$ cat src/rtl/regbank_writeback_queue.sv
// In-order writeback queue: buffers load/ALU results, retires one register-bank write per cycle and
// flags decode hazards on queued non-head writes. Define WBQ_STATS_EN for occupancy/full_stalls outputs.
module regbank_writeback_queue #(
  parameter int DEPTH     = 4,
  parameter int WORD_SIZE = 16,
  parameter int ADDR_W    = 4
) (
  input  logic                 clk,
  input  logic                 rst,
  input  logic                 ld_valid,
  output logic                 ld_ready,
  input  logic [ADDR_W-1:0]    ld_addr,
  input  logic [WORD_SIZE-1:0] ld_data,
  input  logic                 alu_valid,
  output logic                 alu_ready,
  input  logic [ADDR_W-1:0]    alu_addr,
  input  logic [WORD_SIZE-1:0] alu_data,
  output logic                 we,
  output logic [ADDR_W-1:0]    regRD_addr,
  output logic [WORD_SIZE-1:0] regRD_data,
  input  logic [ADDR_W-1:0]    rs1_addr,
  input  logic [ADDR_W-1:0]    rs2_addr,
  output logic                 hazard_stall
`ifdef WBQ_STATS_EN
  ,
  output logic [ADDR_W:0]      occupancy,
  output logic [15:0]          full_stalls
`endif
);

  localparam int PTR_W = $clog2(DEPTH);
  localparam int CNT_W = PTR_W + 1;
  localparam int F_W   = CNT_W + 1;

  typedef struct packed {
    logic [ADDR_W-1:0]    addr;
    logic [WORD_SIZE-1:0] data;
  } entry_t;

  entry_t           mem_q [DEPTH];
  logic [PTR_W-1:0] rd_ptr_q, rd_ptr_d, wr_ptr_q, wr_ptr_d, alu_slot, hz_idx;
  logic [CNT_W-1:0] count_q, count_d;
  logic [F_W-1:0]   free_slots;
  logic             pop, ld_uses_slot, ld_push, alu_push;

  // The head always retires, so its slot is already free for this edge's pushes.
  assign pop          = (count_q != '0);
  assign free_slots   = F_W'(DEPTH) - F_W'(count_q) + F_W'(pop);
  assign ld_uses_slot = ld_valid && (ld_addr != '0);
  assign ld_ready     = (free_slots != '0);
  assign alu_ready    = (free_slots >= F_W'(2)) || ((free_slots == F_W'(1)) && !ld_uses_slot);
  assign ld_push      = ld_uses_slot && ld_ready;
  assign alu_push     = alu_valid && alu_ready && (alu_addr != '0);

  always_comb begin
    wr_ptr_d = wr_ptr_q + PTR_W'(ld_push) + PTR_W'(alu_push);
    rd_ptr_d = rd_ptr_q + PTR_W'(pop);
    count_d  = count_q + CNT_W'(ld_push) + CNT_W'(alu_push) - CNT_W'(pop);
    alu_slot = ld_push ? (wr_ptr_q + PTR_W'(1)) : wr_ptr_q;
  end

  always_ff @(posedge clk) begin
    if (!rst) begin
      rd_ptr_q <= '0;
      wr_ptr_q <= '0;
      count_q  <= '0;
    end else begin
      rd_ptr_q <= rd_ptr_d;
      wr_ptr_q <= wr_ptr_d;
      count_q  <= count_d;
    end
  end

  // Storage needs no reset: nothing is visible unless count covers it.
  always_ff @(posedge clk) begin
    if (ld_push)  mem_q[wr_ptr_q] <= {ld_addr, ld_data};
    if (alu_push) mem_q[alu_slot] <= {alu_addr, alu_data};
  end

  assign we         = pop;
  assign regRD_addr = pop ? mem_q[rd_ptr_q].addr : '0;
  assign regRD_data = pop ? mem_q[rd_ptr_q].data : '0;

  // The bank forwards the head itself; only younger entries can stall decode.
  always_comb begin
    hazard_stall = 1'b0;
    hz_idx       = '0;
    for (int i = 1; i < DEPTH; i++) begin
      hz_idx = rd_ptr_q + PTR_W'(i);
      if (CNT_W'(i) < count_q) begin
        if (((rs1_addr != '0) && (mem_q[hz_idx].addr == rs1_addr)) ||
            ((rs2_addr != '0) && (mem_q[hz_idx].addr == rs2_addr)))
          hazard_stall = 1'b1;
      end
    end
  end

`ifdef WBQ_STATS_EN
  logic [15:0] full_stalls_q, full_stalls_d;
  logic        blocked;

  assign blocked = (ld_valid && !ld_ready) || (alu_valid && !alu_ready);

  always_comb begin
    full_stalls_d = full_stalls_q;
    if (blocked && (full_stalls_q != 16'hFFFF)) full_stalls_d = full_stalls_q + 16'd1;
  end

  always_ff @(posedge clk) begin
    if (!rst) full_stalls_q <= '0;
    else      full_stalls_q <= full_stalls_d;
  end

  assign occupancy   = (ADDR_W + 1)'(count_q);
  assign full_stalls = full_stalls_q;
`endif

endmodule

$ cat config.mk
export PLATFORM = sky130hd
export DESIGN_NAME = regbank_writeback_queue
export DESIGN_NICKNAME = d
export VERILOG_FILES = /design/src/rtl/regbank_writeback_queue.sv
export SDC_FILE = /design/constraint.sdc
export NUM_CORES = 1
export LEC_CHECK = 0
export ABC_AREA = 1
export CAP_MARGIN = 40
export CORE_MARGIN = 1.5
export CORE_UTILIZATION = 61
export CTS_CLUSTER_DIAMETER = 60
export DETAILED_ROUTE_END_ITERATION = 12
export PLACE_DENSITY_LB_ADDON = 0.1
export SYNTH_ARGS = -nofsm -noshare
export SYNTH_HDL_FRONTEND = slang
export SYNTH_SLANG_ARGS = --single-unit
export TNS_END_PERCENT = 5
$ cat constraint.sdc
create_clock -name clk -period 8.3 [get_ports clk]
set_clock_uncertainty 0.2 [all_clocks]
set_input_delay 1.66 -clock clk [delete_from_list [all_inputs] [get_ports clk]]
set_output_delay 1.66 -clock clk [all_outputs]
set_load 0.005 [all_outputs]
Word level (Yosys, flattened, before mapping) --
Memory sizes are Yosys's and may differ from the RTL's. A register that Yosys moved wholly into a read port is not among the register bits. Cells that the tools add are included.
Cells by class: equality and inequality tests 7, bitwise gates (word level) 0, multiplexer cells 14, add/subtract/negate cells 12, multipliers 0, order comparisons 4, reductions and logical operators 22, divide/modulo/power cells 0, shift-type cells 0
Operators with widths (number):
- equality test 4 bit | 6
- nonzero test 4 bit | 5
- 2-to-1 mux 16 bit | 1
- logical AND 1 bit | 11
- 2-to-1 mux 1 bit | 10
- adder 2 x 1 -> 2 bit | 3
- adder 3 x 1 -> 3 bit | 2
- less-than comparator 2 x 3 -> 1 bit (first input constant) | 2
- adder 2 x 1 -> 2 bit (second input constant) | 2
- adder 2 bit (second input constant) | 2
- adder 4 x 1 -> 4 bit | 1
- equality test 4 x 1 -> 1 bit (second input constant) | 1
- >= comparator 4 x 2 -> 1 bit (second input constant) | 1
- logical OR 1 bit | 4
- 2-to-1 mux 2 bit | 2
- 2-to-1 mux 4 bit | 1
- subtractor 3 x 3 -> 4 bit (first input constant) | 1
- less-than comparator 1 x 3 -> 1 bit (first input constant) | 1
- nonzero test 3 bit | 1
- subtractor 3 x 1 -> 3 bit | 1
- logical NOT 1 bit | 1
Word-level totals: logic and storage cells 63, register bits after elaboration 7, memory bits (read-only) 0, bits in latches 0, memory bits (writable) 80, input bits 52, output and inout port bits 24, memories 1
Memories:
- mem_q | words 4, bits a word 20, rd ports 4, clocked after Yosys merged registers in 1, wr ports 2, RTL line 40 | entry_t mem_q [DEPTH];

Depth between registers and ports, before layout --
An unclocked memory read counts as a cell.
depth after elaboration 11, mapped depth 18, mapped depth without buffers 15

Least setup slack after synthesis --
No wires, ideal clock.
kind input -> output, from input ld_addr[1], to output alu_ready, arrival 2.209 ns, path buffers 0, setup slack 4.231 ns, required time 6.440 ns, stages on the path 5, path through nor2_1 -> a21oi_4 -> nor2_2 -> nor2_4 -> inv_1
Between the ends: cells in the longest elaborated chain, start to end 5
Ends and longest elaborated chain:
- start, declared | RTL line 12 | input logic [ADDR_W-1:0] ld_addr,
- nonzero test 4 bit | RTL line 49 | assign ld_uses_slot = ld_valid && (ld_addr != '0);
- logical AND 1 bit | RTL line 49
- logical NOT 1 bit | RTL line 51 | assign alu_ready = (free_slots >= F_W'(2)) || ((free_slots == F_W'(1)) && !ld_uses_slot);
- logical AND 1 bit | RTL line 51
- logical OR 1 bit | RTL line 51
- end, declared | RTL line 15 | output logic alu_ready,
No other way between the ends.

Worst setup path after layout --
from register rd_ptr_q[1], to output hazard_stall
Between the ends: cells in the longest elaborated chain, start to end 11, elaborated cells between the ends (all ways) 25, those cells by class add/sub: 3; eq/ne: 6; mux: 6; reduce/logical: 9; memory: 1
Ends and longest elaborated chain:
- start, declared | RTL line 41 | logic [PTR_W-1:0] rd_ptr_q, rd_ptr_d, wr_ptr_q, wr_ptr_d, alu_slot, hz_idx;
- start signal, assigned | RTL line 68 | rd_ptr_q <= rd_ptr_d;
- adder 2 x 1 -> 2 bit | RTL line 89 | hz_idx = rd_ptr_q + PTR_W'(i);
- memory read (4 x 20 bit) *
- equality test 4 bit, on equally long branches | RTL line 91, 92
- logical AND 1 bit, on equally long branches | RTL line 91, 92
- logical OR 1 bit | RTL line 91 | if (((rs1_addr != '0) && (mem_q[hz_idx].addr == rs1_addr)) ||
- 2-to-1 mux 1 bit | RTL line 91
- 2-to-1 mux 1 bit | RTL line 90 | if (CNT_W'(i) < count_q) begin
- 2-to-1 mux 1 bit | RTL line 91
- 2-to-1 mux 1 bit | RTL line 90
- 2-to-1 mux 1 bit | RTL line 91
- 2-to-1 mux 1 bit * | RTL line 90
- end, declared | RTL line 23 | output logic hazard_stall
Every way passes the cells marked *; elsewhere a longest branch is shown, timed or not.

==> impl_metrics.prom <==
# TYPE chip_impl_metric gauge
chip_impl_info{name="timing.setup.critical_path_class",value="register to output port"} 1
chip_impl_metric{name="worst_hold_path.num_cells",unit=""} 2
chip_impl_metric{name="synthDistinctLibCells",unit=""} 34
chip_impl_metric{name="power_frac_seq",unit="%"} 30.3
chip_impl_metric{name="antenna-diode-count",unit=""} 0
chip_impl_metric{name="maximum_number_of_pins_on_one_net_before_global_route_repair",unit=""} 51
chip_impl_metric{name="wire_length_of_the_first_global_routing_pass",unit="um"} 26000
chip_impl_info{name="critical-path-top-cell-by-count",value="sky130_fd_sc_hd__nand2_1"} 1
chip_impl_metric{name="vias",unit=""} 5661
chip_impl_info{name="cp_cell_instances",value="buf_4 -> inv_1 -> nand2_1 -> nand2_1 -> nand2_1 -> nand2_1 -> nand2_1 -> nand2_1 -> nand3b_1 -> nand2_1 -> nand2_1 -> nand3_1 -> clkdlybuf4s50_1"} 1
chip_impl_info{name="path_delay_family",value="simple AND/OR/NAND/NOR gates"} 1
chip_impl_metric{name="crit_arrival",unit="ns"} 3.58
chip_impl_metric{name="area_growth",unit="%"} 15.1
chip_impl_metric{name="drive_above_1_share",unit="%"} 5.38
chip_impl_metric{name="synth.net_count",unit=""} 815
chip_impl_info{name="cts_tree",value="yes"} 1
chip_impl_info{name="rr_endpoint",value="mem_q[0][15]"} 1
chip_impl_metric{name="drt_pre_antenna_iters",unit=""} 6
chip_impl_metric{name="power.combinational.fraction",unit="%"} 58.5
chip_impl_metric{name="grt_antenna_before_repair",unit=""} 0
chip_impl_metric{name="wl",unit="um"} 16100
chip_impl_info{name="crit_path_top_delay_cell",value="sky130_fd_sc_hd__dfxtp_1"} 1
chip_impl_info{name="hold-path-endpoint",value="wr_ptr_q[1]"} 1
chip_impl_metric{name="synth_compound_area_share",unit="%"} 5.89
chip_impl_metric{name="final-setup-viol-count",unit=""} 0
chip_impl_metric{name="drt_iter0_drc",unit=""} 713
chip_impl_metric{name="cts-htree-levels",unit=""} 3
chip_impl_metric{name="global_route.usage.met3",unit="%"} 5.48
chip_impl_info{name="synth_top_family_by_area",value="simple AND/OR/NAND/NOR gates"} 1
chip_impl_info{name="outcome",value="finished clean"} 1
chip_impl_metric{name="number_of_setup_buffers_added_after_cts",unit=""} 0
chip_impl_metric{name="die_area",unit="um^2"} 10200
chip_impl_metric{name="synth-edff-count",unit=""} 80
chip_impl_metric{name="synthXorXnorAreaFrac",unit="%"} 0.448
chip_impl_metric{name="cts_inserted_buffers",unit=""} 9
chip_impl_metric{name="mappedNetlistArea",unit="um^2"} 5860
chip_impl_metric{name="synthesis.instances",unit=""} 749
chip_impl_info{name="synth_largest_area_cell",value="sky130_fd_sc_hd__edfxtp_1"} 1
chip_impl_metric{name="slew_headroom",unit="%"} 39.8
chip_impl_info{name="ys.flop_type",value="sky130_fd_sc_hd__edfxtp_1"} 1
chip_impl_metric{name="cts.hold.buffers_added",unit=""} 0
chip_impl_metric{name="fmax",unit="GHz"} 0.184
chip_impl_metric{name="intPower",unit="mW"} 1.30
chip_impl_info{name="ctsRootBufferMaster",value="sky130_fd_sc_hd__clkbuf_8"} 1
chip_impl_metric{name="finalWeightedCongestion",unit=""} 0.915
chip_impl_metric{name="ff2ff_setup_slack",unit="ns"} 3.80
chip_impl_metric{name="power.share.clock",unit="%"} 11.2
chip_impl_info{name="startpoint_type",value="register"} 1
chip_impl_metric{name="dp_hpwl",unit="um"} 10900
chip_impl_metric{name="crit_fanout",unit=""} 28
chip_impl_metric{name="post_place_instance_area",unit="um^2"} 6560
chip_impl_metric{name="synth.yosys.warnings",unit=""} 0
chip_impl_metric{name="synth_mux_area_share",unit="%"} 0
chip_impl_metric{name="synthAdderAreaFrac",unit="%"} 3.37
chip_impl_metric{name="post_layout_nonfiller_instances",unit=""} 928
chip_impl_metric{name="final.period_utilization",unit="%"} 65.6
chip_impl_info{name="post_synth_main_area_contributors",value="sky130_fd_sc_hd__edfxtp_1 41%, sky130_fd_sc_hd__nand2_1 19%, sky130_fd_sc_hd__nand4_1 8.6%"} 1
chip_impl_metric{name="insertion_delay",unit="ns"} 0.34
chip_impl_metric{name="avgSynthCellArea",unit="um^2"} 7.82
chip_impl_metric{name="period_needed",unit="ns"} 5.44
chip_impl_info{name="busiest_layer",value="met2"} 1
chip_impl_metric{name="ir_drop",unit="uV"} 422
chip_impl_metric{name="cap_viol_max_count",unit=""} 0
chip_impl_info{name="synth.most_common_cell",value="sky130_fd_sc_hd__nand2_1"} 1
chip_impl_metric{name="synth_async_sr_flop_share",unit="%"} 0
chip_impl_metric{name="antenna_violating_nets_post_route",unit=""} 0
chip_impl_metric{name="cts.sinks",unit=""} 87
chip_impl_metric{name="final_cell_area",unit="um^2"} 6750
chip_impl_metric{name="vias_per_cell",unit=""} 6.10
chip_impl_metric{name="rows",unit=""} 35
chip_impl_metric{name="drc",unit=""} 0
chip_impl_info{name="r2r_start",value="count_q[0]"} 1
chip_impl_metric{name="worst_setup_hold_path_clk_slew",unit="ns"} 0.08
chip_impl_metric{name="grt-ovfl-total",unit=""} 0
chip_impl_metric{name="worst_r2r_path_depth",unit=""} 13
chip_impl_info{name="yosys-top-cells-count",value="304 x sky130_fd_sc_hd__nand2_1, 81 x sky130_fd_sc_hd__nand4_1, 80 x sky130_fd_sc_hd__edfxtp_1, 75 x sky130_fd_sc_hd__nand3_1, 40 x sky130_fd_sc_hd__inv_1"} 1
chip_impl_info{name="hp-class",value="register to register"} 1
chip_impl_metric{name="ys_seq_area_share",unit="%"} 43.4
chip_impl_metric{name="total_power",unit="mW"} 2.50
chip_impl_metric{name="timing.final.hold_violations",unit=""} 0
chip_impl_metric{name="simple_gate_portion_of_the_synthesized_area",unit="%"} 39.0
chip_impl_metric{name="die_w",unit="um"} 101
chip_impl_metric{name="slowest_stage_delay_cp",unit="ns"} 0.92
chip_impl_metric{name="hold-worst-slack",unit="ns"} 0.398
chip_impl_metric{name="grt_pass1_vias",unit=""} 5398
chip_impl_metric{name="power_per_cell_area",unit="nW/um^2"} 370
chip_impl_info{name="endpoint_kind",value="output port"} 1
chip_impl_metric{name="worstPathRequired",unit="ns"} 6.44
chip_impl_metric{name="core_region_area",unit="um^2"} 9280
chip_impl_metric{name="io_buffer_count",unit=""} 75
chip_impl_metric{name="ys_ff_latch",unit=""} 87
chip_impl_metric{name="fin_setup_tns",unit="ns"} 0
chip_impl_metric{name="synth_largest_type_area_fraction",unit="%"} 41.0
chip_impl_metric{name="power_switching",unit="mW"} 1.20
chip_impl_metric{name="cp.buffers_inverters",unit=""} 3
chip_impl_metric{name="avgRoutedWirePerCell",unit="um"} 17.3
chip_impl_metric{name="design.portCount",unit=""} 76
chip_impl_metric{name="fin_nets",unit=""} 860
chip_impl_metric{name="power.static_leakage",unit="nW"} 2.94
chip_impl_metric{name="fp.dieH",unit="um"} 101
chip_impl_info{name="min_from",value="wr_ptr_q[1]"} 1
chip_impl_metric{name="starting_utilization_of_the_core_area",unit="%"} 63.1
chip_impl_metric{name="gr-usage-all-layers",unit="%"} 32.9
chip_impl_metric{name="maxSlewViolCount",unit=""} 0
chip_impl_metric{name="global_route.usage.met1",unit="%"} 45.4
chip_impl_metric{name="cts-resized-gates",unit=""} 0
chip_impl_info{name="rsz0062_at_grt",value="false"} 1
chip_impl_metric{name="gr-usage-met2",unit="%"} 53.2
chip_impl_metric{name="clockBufferDepth",unit=""} 2
chip_impl_metric{name="dp.cells",unit=""} 912
chip_impl_metric{name="power.share.switching",unit="%"} 48.0
chip_impl_metric{name="worst_slew_pin_slew",unit="ns"} 0.902
cell usage in the layout (no fill, tap or decap), types with 3 or more instances in the layout:
cell type                         Yosys  final
sky130_fd_sc_hd__nand2_2              3      3
sky130_fd_sc_hd__ha_1                11     11
sky130_fd_sc_hd__clkdlybuf4s50_1      0     75
sky130_fd_sc_hd__nand4_1             81     81
sky130_fd_sc_hd__a22oi_1             16     16
sky130_fd_sc_hd__o21ai_2              3      3
sky130_fd_sc_hd__buf_4                5      5
sky130_fd_sc_hd__edfxtp_1            80     80
sky130_fd_sc_hd__inv_1               40     40
sky130_fd_sc_hd__nand3b_1             4      4
sky130_fd_sc_hd__dfxtp_1              7      7
sky130_fd_sc_hd__nor2_1              24     24
sky130_fd_sc_hd__a31oi_1             20     20
sky130_fd_sc_hd__nand3_2              4      4
sky130_fd_sc_hd__a21oi_1              3      3
sky130_fd_sc_hd__clkbuf_8             0      9
sky130_fd_sc_hd__nand3_1             75     75
sky130_fd_sc_hd__buf_8                0      4
sky130_fd_sc_hd__nand2_1            304    304
sky130_fd_sc_hd__o21ai_0              7      7
sky130_fd_sc_hd__fa_1                 3      3
area by class of cell:
| cell class | count | area (um^2) |
|---|---|---|
| inverters | 42 | 158 |
| fillers | 691 | 2540 |
| repair buffers | 84 | 848 |
| clock buffers | 10 | 128 |
| multi-input cells | 570 | 2850 |
| flip-flops and latches | 87 | 2540 |
| clock inverters | 6 | 53.8 |
| well taps | 129 | 161 |
power by group through the flow:
| stage | Combinational (mW) | Sequential [mW] | Clock [mW] |
|---|---|---|---|
| after floorplan | 0.983 | 0.736 | 0 |
| after global placement | 1.34 | 0.763 | 0 |
| after detailed placement | 1.43 | 0.765 | 0 |
| after CTS | 1.43 | 0.754 | 0.278 |
| after global routing | 1.61 | 0.769 | 0.298 |
| final | 1.46 | 0.755 | 0.280 |
how the worst max path moves through the flow:
stage | to | startpoint | slack [ns] | cells after the start
after floorplan | alu_ready | ld_addr[1] | 4.23 | 5
after global placement | mem_q[3][6] | ld_addr[1] | 2.78 | 9
after detailed placement | mem_q[3][5] | ld_addr[1] | 2.88 | 10
after CTS | hazard_stall | rd_ptr_q[1] | 2.90 | 12
after global routing | hazard_stall | rd_ptr_q[1] | 2.53 | 12
final | hazard_stall | rd_ptr_q[1] | 2.86 | 13
metrics by stage:
stage / util (%) / setup slack, ns
2_1_floorplan: - / 4.23
3_3_place_gp: 70.1 / 2.78
3_5_place_dp: 70.7 / 2.88
4_1_cts: 72.7 / 2.90
5_1_grt: 72.7 / 2.53
6_report: 72.7 / 2.86
registers in the layout, summed over array words and instances (netlist names):
name      flops
rd_ptr_q      2
wr_ptr_q      2
mem_q        80
count_q       3
metal layers:
layer  vias up  share of wire (%)  routed length (um)
li1       2683                  -                   -
met1      2545                 40                6430
met2       391                 46                7420
met3        42                 12                1870
met4         0                2.2                 346
met5         -                  0                   0
cell families (layout without fill, tap and decap cells):
group | after synthesis | in the layout
AND/OR/NAND/NOR | 502 | 502
buffers and inverters | 92 | 142
flip-flops | 87 | 87
AO/OA/AOI/OAI | 51 | 51
adder cells (fa/ha/maj) | 14 | 14
XOR/XNOR | 3 | 3
worst reg2reg max path: stages, from the launching register on:
cell                      delay (ns)
sky130_fd_sc_hd__dfxtp_1        0.34
sky130_fd_sc_hd__nor3_2         0.19
sky130_fd_sc_hd__buf_4          0.31
sky130_fd_sc_hd__ha_1           0.21
sky130_fd_sc_hd__inv_1          0.05
sky130_fd_sc_hd__ha_1           0.20
sky130_fd_sc_hd__o21ai_2        0.21
sky130_fd_sc_hd__nand3_4        0.14
sky130_fd_sc_hd__nand2_4        0.13
sky130_fd_sc_hd__nand2_1        0.08
sky130_fd_sc_hd__nand2_2        0.63
sky130_fd_sc_hd__nand3_2        0.61
sky130_fd_sc_hd__nand2_1        0.67
sky130_fd_sc_hd__buf_8          0.24
Power figures use the tool's default switching activity.
